--- src/rtl/wb_stage.sv ---
// wb_stage: write-back stage with a 2-entry in-order retire buffer in front of a shared regfile/CSR write port.
// Optional DIFFTEST_EN carries a per-entry debug word through the buffer to ws_debug_out.
`ifndef ES_TO_WS_BUS_WD
`define ES_TO_WS_BUS_WD 117
`endif
`ifndef FORWAED_BUS_WD
`define FORWAED_BUS_WD 86
`endif
`ifndef ES_WS_DEBUG_BUS_WD
`define ES_WS_DEBUG_BUS_WD 64
`endif

module wb_stage (
  input  logic                         clk,
  input  logic                         resetn,
  input  logic [1:0]                   es_to_ws_valid,
  input  logic [`ES_TO_WS_BUS_WD-1:0]  es_to_ws_bus,
  output logic                         ws_ready,
  input  logic                         rf_grant,
  output logic                         rf_we,
  output logic [4:0]                   rf_waddr,
  output logic [31:0]                  rf_wdata,
  output logic                         csr_we,
  output logic [13:0]                  csr_waddr,
  output logic [31:0]                  csr_wdata,
  output logic [`FORWAED_BUS_WD-1:0]   forward_data1,
  output logic [`FORWAED_BUS_WD-1:0]   forward_data2,
  output logic                         retire_valid,
  output logic [31:0]                  retire_pc
`ifdef DIFFTEST_EN
  ,
  input  logic [`ES_WS_DEBUG_BUS_WD-1:0] ds_debug_in,
  output logic [`ES_WS_DEBUG_BUS_WD-1:0] ws_debug_out
`endif
);

  typedef struct packed {
    logic        csr_wen;
    logic [13:0] csr_addr;
    logic [31:0] csr_wdata;
    logic        gr_we;
    logic [4:0]  dest;
    logic [31:0] result;
    logic [31:0] pc;
  } entry_t;

  // Forward bus image of one entry; an invalid slot is all zeros so consumers can OR-free mux.
  function automatic logic [`FORWAED_BUS_WD-1:0] fwd_pack(input logic v, input entry_t e);
    logic [`FORWAED_BUS_WD-1:0] f;
    f = '0;
    if (v) begin
      f = {1'b1, e.csr_wen, e.csr_addr, e.csr_wdata,
           e.gr_we && (e.dest != 5'd0), e.dest, e.result};
    end
    return f;
  endfunction

  logic [1:0] count_q, count_d;
  logic       rdy_q;
  entry_t     head_q, head_d;
  entry_t     tail_q, tail_d;
  entry_t     in_ent;
  logic       push, pop;
  logic [1:0] slot;

`ifdef DIFFTEST_EN
  logic [`ES_WS_DEBUG_BUS_WD-1:0] dbg_head_q, dbg_head_d;
  logic [`ES_WS_DEBUG_BUS_WD-1:0] dbg_tail_q, dbg_tail_d;
`endif

  // ---- stage 0: accept / retire decision from registered occupancy ----
  always_comb begin
    in_ent   = entry_t'(es_to_ws_bus);
    ws_ready = rdy_q && (count_q != 2'd2);
    push     = es_to_ws_valid[1] && ws_ready;
    pop      = (count_q != 2'd0) && rf_grant;
    // Slot the incoming entry lands in after any same-cycle pop has shifted the buffer.
    slot     = count_q - {1'b0, pop};
    count_d  = count_q + {1'b0, push} - {1'b0, pop};

    head_d = head_q;
    tail_d = tail_q;
    if (pop) begin
      head_d = tail_q;
    end
    if (push) begin
      if (slot == 2'd0) begin
        head_d = in_ent;
      end else begin
        tail_d = in_ent;
      end
    end

`ifdef DIFFTEST_EN
    dbg_head_d = dbg_head_q;
    dbg_tail_d = dbg_tail_q;
    if (pop) begin
      dbg_head_d = dbg_tail_q;
    end
    if (push) begin
      if (slot == 2'd0) begin
        dbg_head_d = ds_debug_in;
      end else begin
        dbg_tail_d = ds_debug_in;
      end
    end
`endif
  end

  always_ff @(posedge clk or negedge resetn) begin
    if (!resetn) begin
      count_q <= 2'd0;
      rdy_q   <= 1'b0;
    end else begin
      count_q <= count_d;
      rdy_q   <= 1'b1;
    end
  end

  // Payload storage carries no reset; occupancy gates every use of it.
  always_ff @(posedge clk) begin
    head_q <= head_d;
    tail_q <= tail_d;
`ifdef DIFFTEST_EN
    dbg_head_q <= dbg_head_d;
    dbg_tail_q <= dbg_tail_d;
`endif
  end

  // ---- stage 1: write ports and forwarding from buffered state ----
  always_comb begin
    rf_we         = pop && head_q.gr_we && (head_q.dest != 5'd0);
    rf_waddr      = pop ? head_q.dest   : 5'd0;
    rf_wdata      = pop ? head_q.result : 32'd0;
    csr_we        = pop && head_q.csr_wen;
    csr_waddr     = pop ? head_q.csr_addr  : 14'd0;
    csr_wdata     = pop ? head_q.csr_wdata : 32'd0;
    retire_valid  = pop;
    retire_pc     = pop ? head_q.pc : 32'd0;
    forward_data1 = fwd_pack(count_q != 2'd0, head_q);
    forward_data2 = fwd_pack(count_q == 2'd2, tail_q);
`ifdef DIFFTEST_EN
    ws_debug_out  = pop ? dbg_head_q : '0;
`endif
  end

endmodule

--- config.mk ---
export PLATFORM = sky130hd
export DESIGN_NAME = wb_stage
export DESIGN_NICKNAME = d
export VERILOG_FILES = /design/src/rtl/wb_stage.sv
export SDC_FILE = /design/constraint.sdc
export NUM_CORES = 1
export LEC_CHECK = 0
export CORE_AREA = 2 2 159 161
export DETAILED_ROUTE_END_ITERATION = 10
export DIE_AREA = 0 0 161 163
export DONT_BUFFER_PORTS = 1
export PLACE_DENSITY = 0.6
export SLEW_MARGIN = 40
export SYNTH_ARGS = -nofsm -noshare
export SYNTH_HDL_FRONTEND = slang
export SYNTH_SLANG_ARGS = --single-unit
--- constraint.sdc ---
create_clock -name clk -period 8.8 [get_ports clk]
set_clock_uncertainty 0.15 [all_clocks]
set_input_delay 1.32 -clock clk [delete_from_list [all_inputs] [get_ports clk]]
set_output_delay 1.32 -clock clk [all_outputs]
set_load 0.1 [all_outputs]
==> metrics.md <==
| Metric | Value |
|---|---|
| Crit. End Element | primary output |
| Worst setup path class | register to primary output |
| Max Root-Sink Buffers | 3 |
| Post-Route WL | between 20 and 30 mm |
| Status | completed |
| Finish-stage setup viols | 0 |
| Vias after detailed routing | 6771 |
| Cells after synthesis | 977 |
| Synth Area in XOR/XNOR | 0.001669 |
| Synth cell types | 28 |
| Vias in the first global route | between 6000 and 7000 |
| Synth Area in Compound Gates | 0.05855 |
| Setup TNS | 0 ns |
| Antenna-violating nets left | 0 |
| Crit path time final | 4.342 ns |
| Post-synthesis adder-cell area fraction | 0.001192 |
| HP Class | primary input to async pin |
| Max Cap Violations | 0 |
| Ant diodes | 0 |
| Slew Viols, Final | 0 |
| Synth-to-layout area growth | 13.26% |
| Core area | between 0.02 and 0.025 sq mm |
| Register-to-Register Path Depth | 7 |
| Total I/O pin count | 413 |
| Fmax achieved | 0.2303 GHz |
| R2R Path Start | count_q[1]$_DFF_PN0_ |
| Worst-path cell chain | or2_4, buf_4, buf_12, and3_2 |
| Max_slew headroom | 0.4440 |
| CP peak stage delay | 0.58 ns |
| Routed WL per cell | 20.27 um |
| Synth Flop Type | edfxtp_1 |
| CP required | 7.33 ns |
| Hold-fix buffer count after cts | 0 |
| Hpwl dp | around 17 mm |
| RSZ-0062 raised after global routing | no |
| Main combinational cell family by area after synthesis | simple AND/OR/NAND/NOR gates |
| Share of cells above drive strength 1 | 0.3634 |
| FF+latch count, synth | ~240 |
| Cell Rows | a little under 60 |
| Asr flop ratio synth | 0.01266 |
| Reg clk slew, reported paths | 0.05 ns |
| Drt drc | 0 |
| Syn avg cell area | around 11 sq um |
| Root Driver | clkbuf_16 |
| Post-CTS setup buffer count | 0 |
| CTS tree | yes |
| Slowest-stage cell, CP | and3_2 |
| DRT Pass-1 Iters | 5 |
| Post-synth EDFFs | 117 |
| CTS Buf Count | 27 |
| Post-CTS Resized | 0 |
| Die area | 0.02624 sq mm |
| Tightest Pin Transition | 0.8339 ns |
| Remaining Overflow, GRT | 0 |
| Syn Nets | 1100 |
| Fin crit share | 0.4934 |
| Post-synthesis sequential area ratio | 0.5652 |
| Die height | 163 um |
| First-pass GRT wire length | 38.12 mm |
| Width of the die | 161 um |
| Clk sinks | 237 |
| Antenna violations before repair | 0 |
| Reg2reg end | head_q[52]$_DFF_P_ |
| Critical Path Source Type | register |
| Via/cell ratio | roughly 5.3 |
| Iteration-0 DRC Markers | 393 |
| Htree depth | 1 |
| Total number of yosys warnings | 0 |
| Fin nets | 1058 |
| Starting Density | 0.4253 |
| Cell area after synthesis | 0.01049 sq mm |
| CP Data Arrival Time | approximately 2.9 ns |
| Reg-to-reg slack, setup | 5.27 ns |
| Overall routing resource usage | 0.1837 |
| Pin count of the biggest net entering global routing | 122 |
| Port Buffers | 0 |
| Fin. Hold Viols | 0 |
| Multiplexer share of the synthesized area | 0.1116 |
| Worst skew pair latency | 0.51 ns |
| RePlAce Congestion | 0.7856 |
| CP max FO | 70 |
| Post-Synth Simple-Gate Area | 0.2206 |
[cells by family after synthesis]
family / after synthesis
AND/OR/NAND/NOR: 416
flip-flops: 237
AO/OA/AOI/OAI: 120
multiplexers: 117
buffers and inverters: 83
XOR/XNOR: 2
adder cells (fa/ha/maj): 1
other: 1
[layout by cell type (no fill, tap or decap)]
master,count
conb_1,1
clkinv_4,1
nand3_1,1
nor2_1,1
o21ai_1,60
nor2_4,1
edfxtp_1,117
buf_6,3
o311a_2,2
clkinvlp_4,2
ha_1,1
and2b_4,1
and2_2,169
nor2b_4,1
or2_4,1
buf_4,6
dfxtp_1,117
bufinv_16,3
a32oi_1,1
clkbuf_8,4
mux2i_1,117
clkinv_1,2
o21ai_0,57
or3_1,2
nand2_1,119
dfrtp_1,3
nor2b_1,2
nor3_4,1
xnor2_1,2
nand2_4,1
and3_2,116
buf_12,2
inv_6,2
clkinv_2,4
clkbuf_16,27
clkbuf_1,5
[cell type report]
type	count	area, sq um
Clock buffer	36	749.5
Timing Repair Buffer	11	118.9
Sequential cell	237	5931
Fill cell	2307	12790
Inverter	1	8.758
Clock inverter	13	150.1
Multi-Input combinational cell	657	4513
Tap cell	330	412.9
[sequential cells by signal, summed over array words and instances (netlist names)]
name     flops
head_q     117
tail_q     117
count_q      2
rdy_q        1
[worst max-delay path, delay by kind of cell (launching register included)]
family | cells | cell delay [ns]
simple gates | 2 | 1.07
buf+inv | 2 | 0.80
flops | 1 | 0.45
[routing by layer]
metal / share of wire / GRT usage / up-vias
met1: 0.40 / 0.2267 / 3203
met5: 0 / 0 / -
li1: - / - / 3284
met2: 0.49 / 0.3102 / 251
met3: 0.093 / 0.06213 / 33
met4: 0.018 / 0.04667 / 0
[how the worst max path moves through the flow]
stage | start | end | slack [ns] | cells past startpoint
floorplan | rf_grant | tail_q[0]$_DFFE_PP_ | 1.53 | 3
global placement | count_q[1]$_DFF_PN0_ | rf_we | 4.30 | 3
detailed placement | count_q[1]$_DFF_PN0_ | retire_pc[28] | 4.68 | 4
CTS | count_q[1]$_DFF_PN0_ | retire_pc[28] | 4.11 | 4
global route | count_q[1]$_DFF_PN0_ | retire_pc[27] | 4.27 | 4
finish | count_q[1]$_DFF_PN0_ | retire_pc[28] | 4.46 | 4
[cell usage after synthesis, types with 3 or more instances]
master | n | share of area
and2_1 | 169 | 0.10
buf_8 | 5 | 0.0072
nand2_1 | 119 | 0.043
dfxtp_1 | 117 | 0.22
o21ai_0 | 57 | 0.027
and3_1 | 116 | 0.069
buf_4 | 8 | 0.0057
mux2i_1 | 117 | 0.11
buf_2 | 10 | 0.0048
edfxtp_1 | 117 | 0.33
o21ai_1 | 60 | 0.029
dfrtp_1 | 3 | 0.0072
nor2b_1 | 3 | 0.0018
clkbuf_1 | 57 | 0.020
[through the flow]
step                cells  setup slack, ns  utilization  cell area, sq um  hold WS, ns
detailed placement   1235            4.679       0.4441             10960       0.3692
global route         1285            4.275       0.4816             11880       0.3179
CTS                  1284            4.110       0.4805             11860       0.3162
floorplan             977            1.527            -             10490       0.3397
global placement     1234            4.302       0.4283             10570       0.3538
finish               1285            4.458       0.4816             11880       0.3493
Power is not shown: default switching activity piles up to over one toggle a cycle in this logic, so the estimate is an artifact.
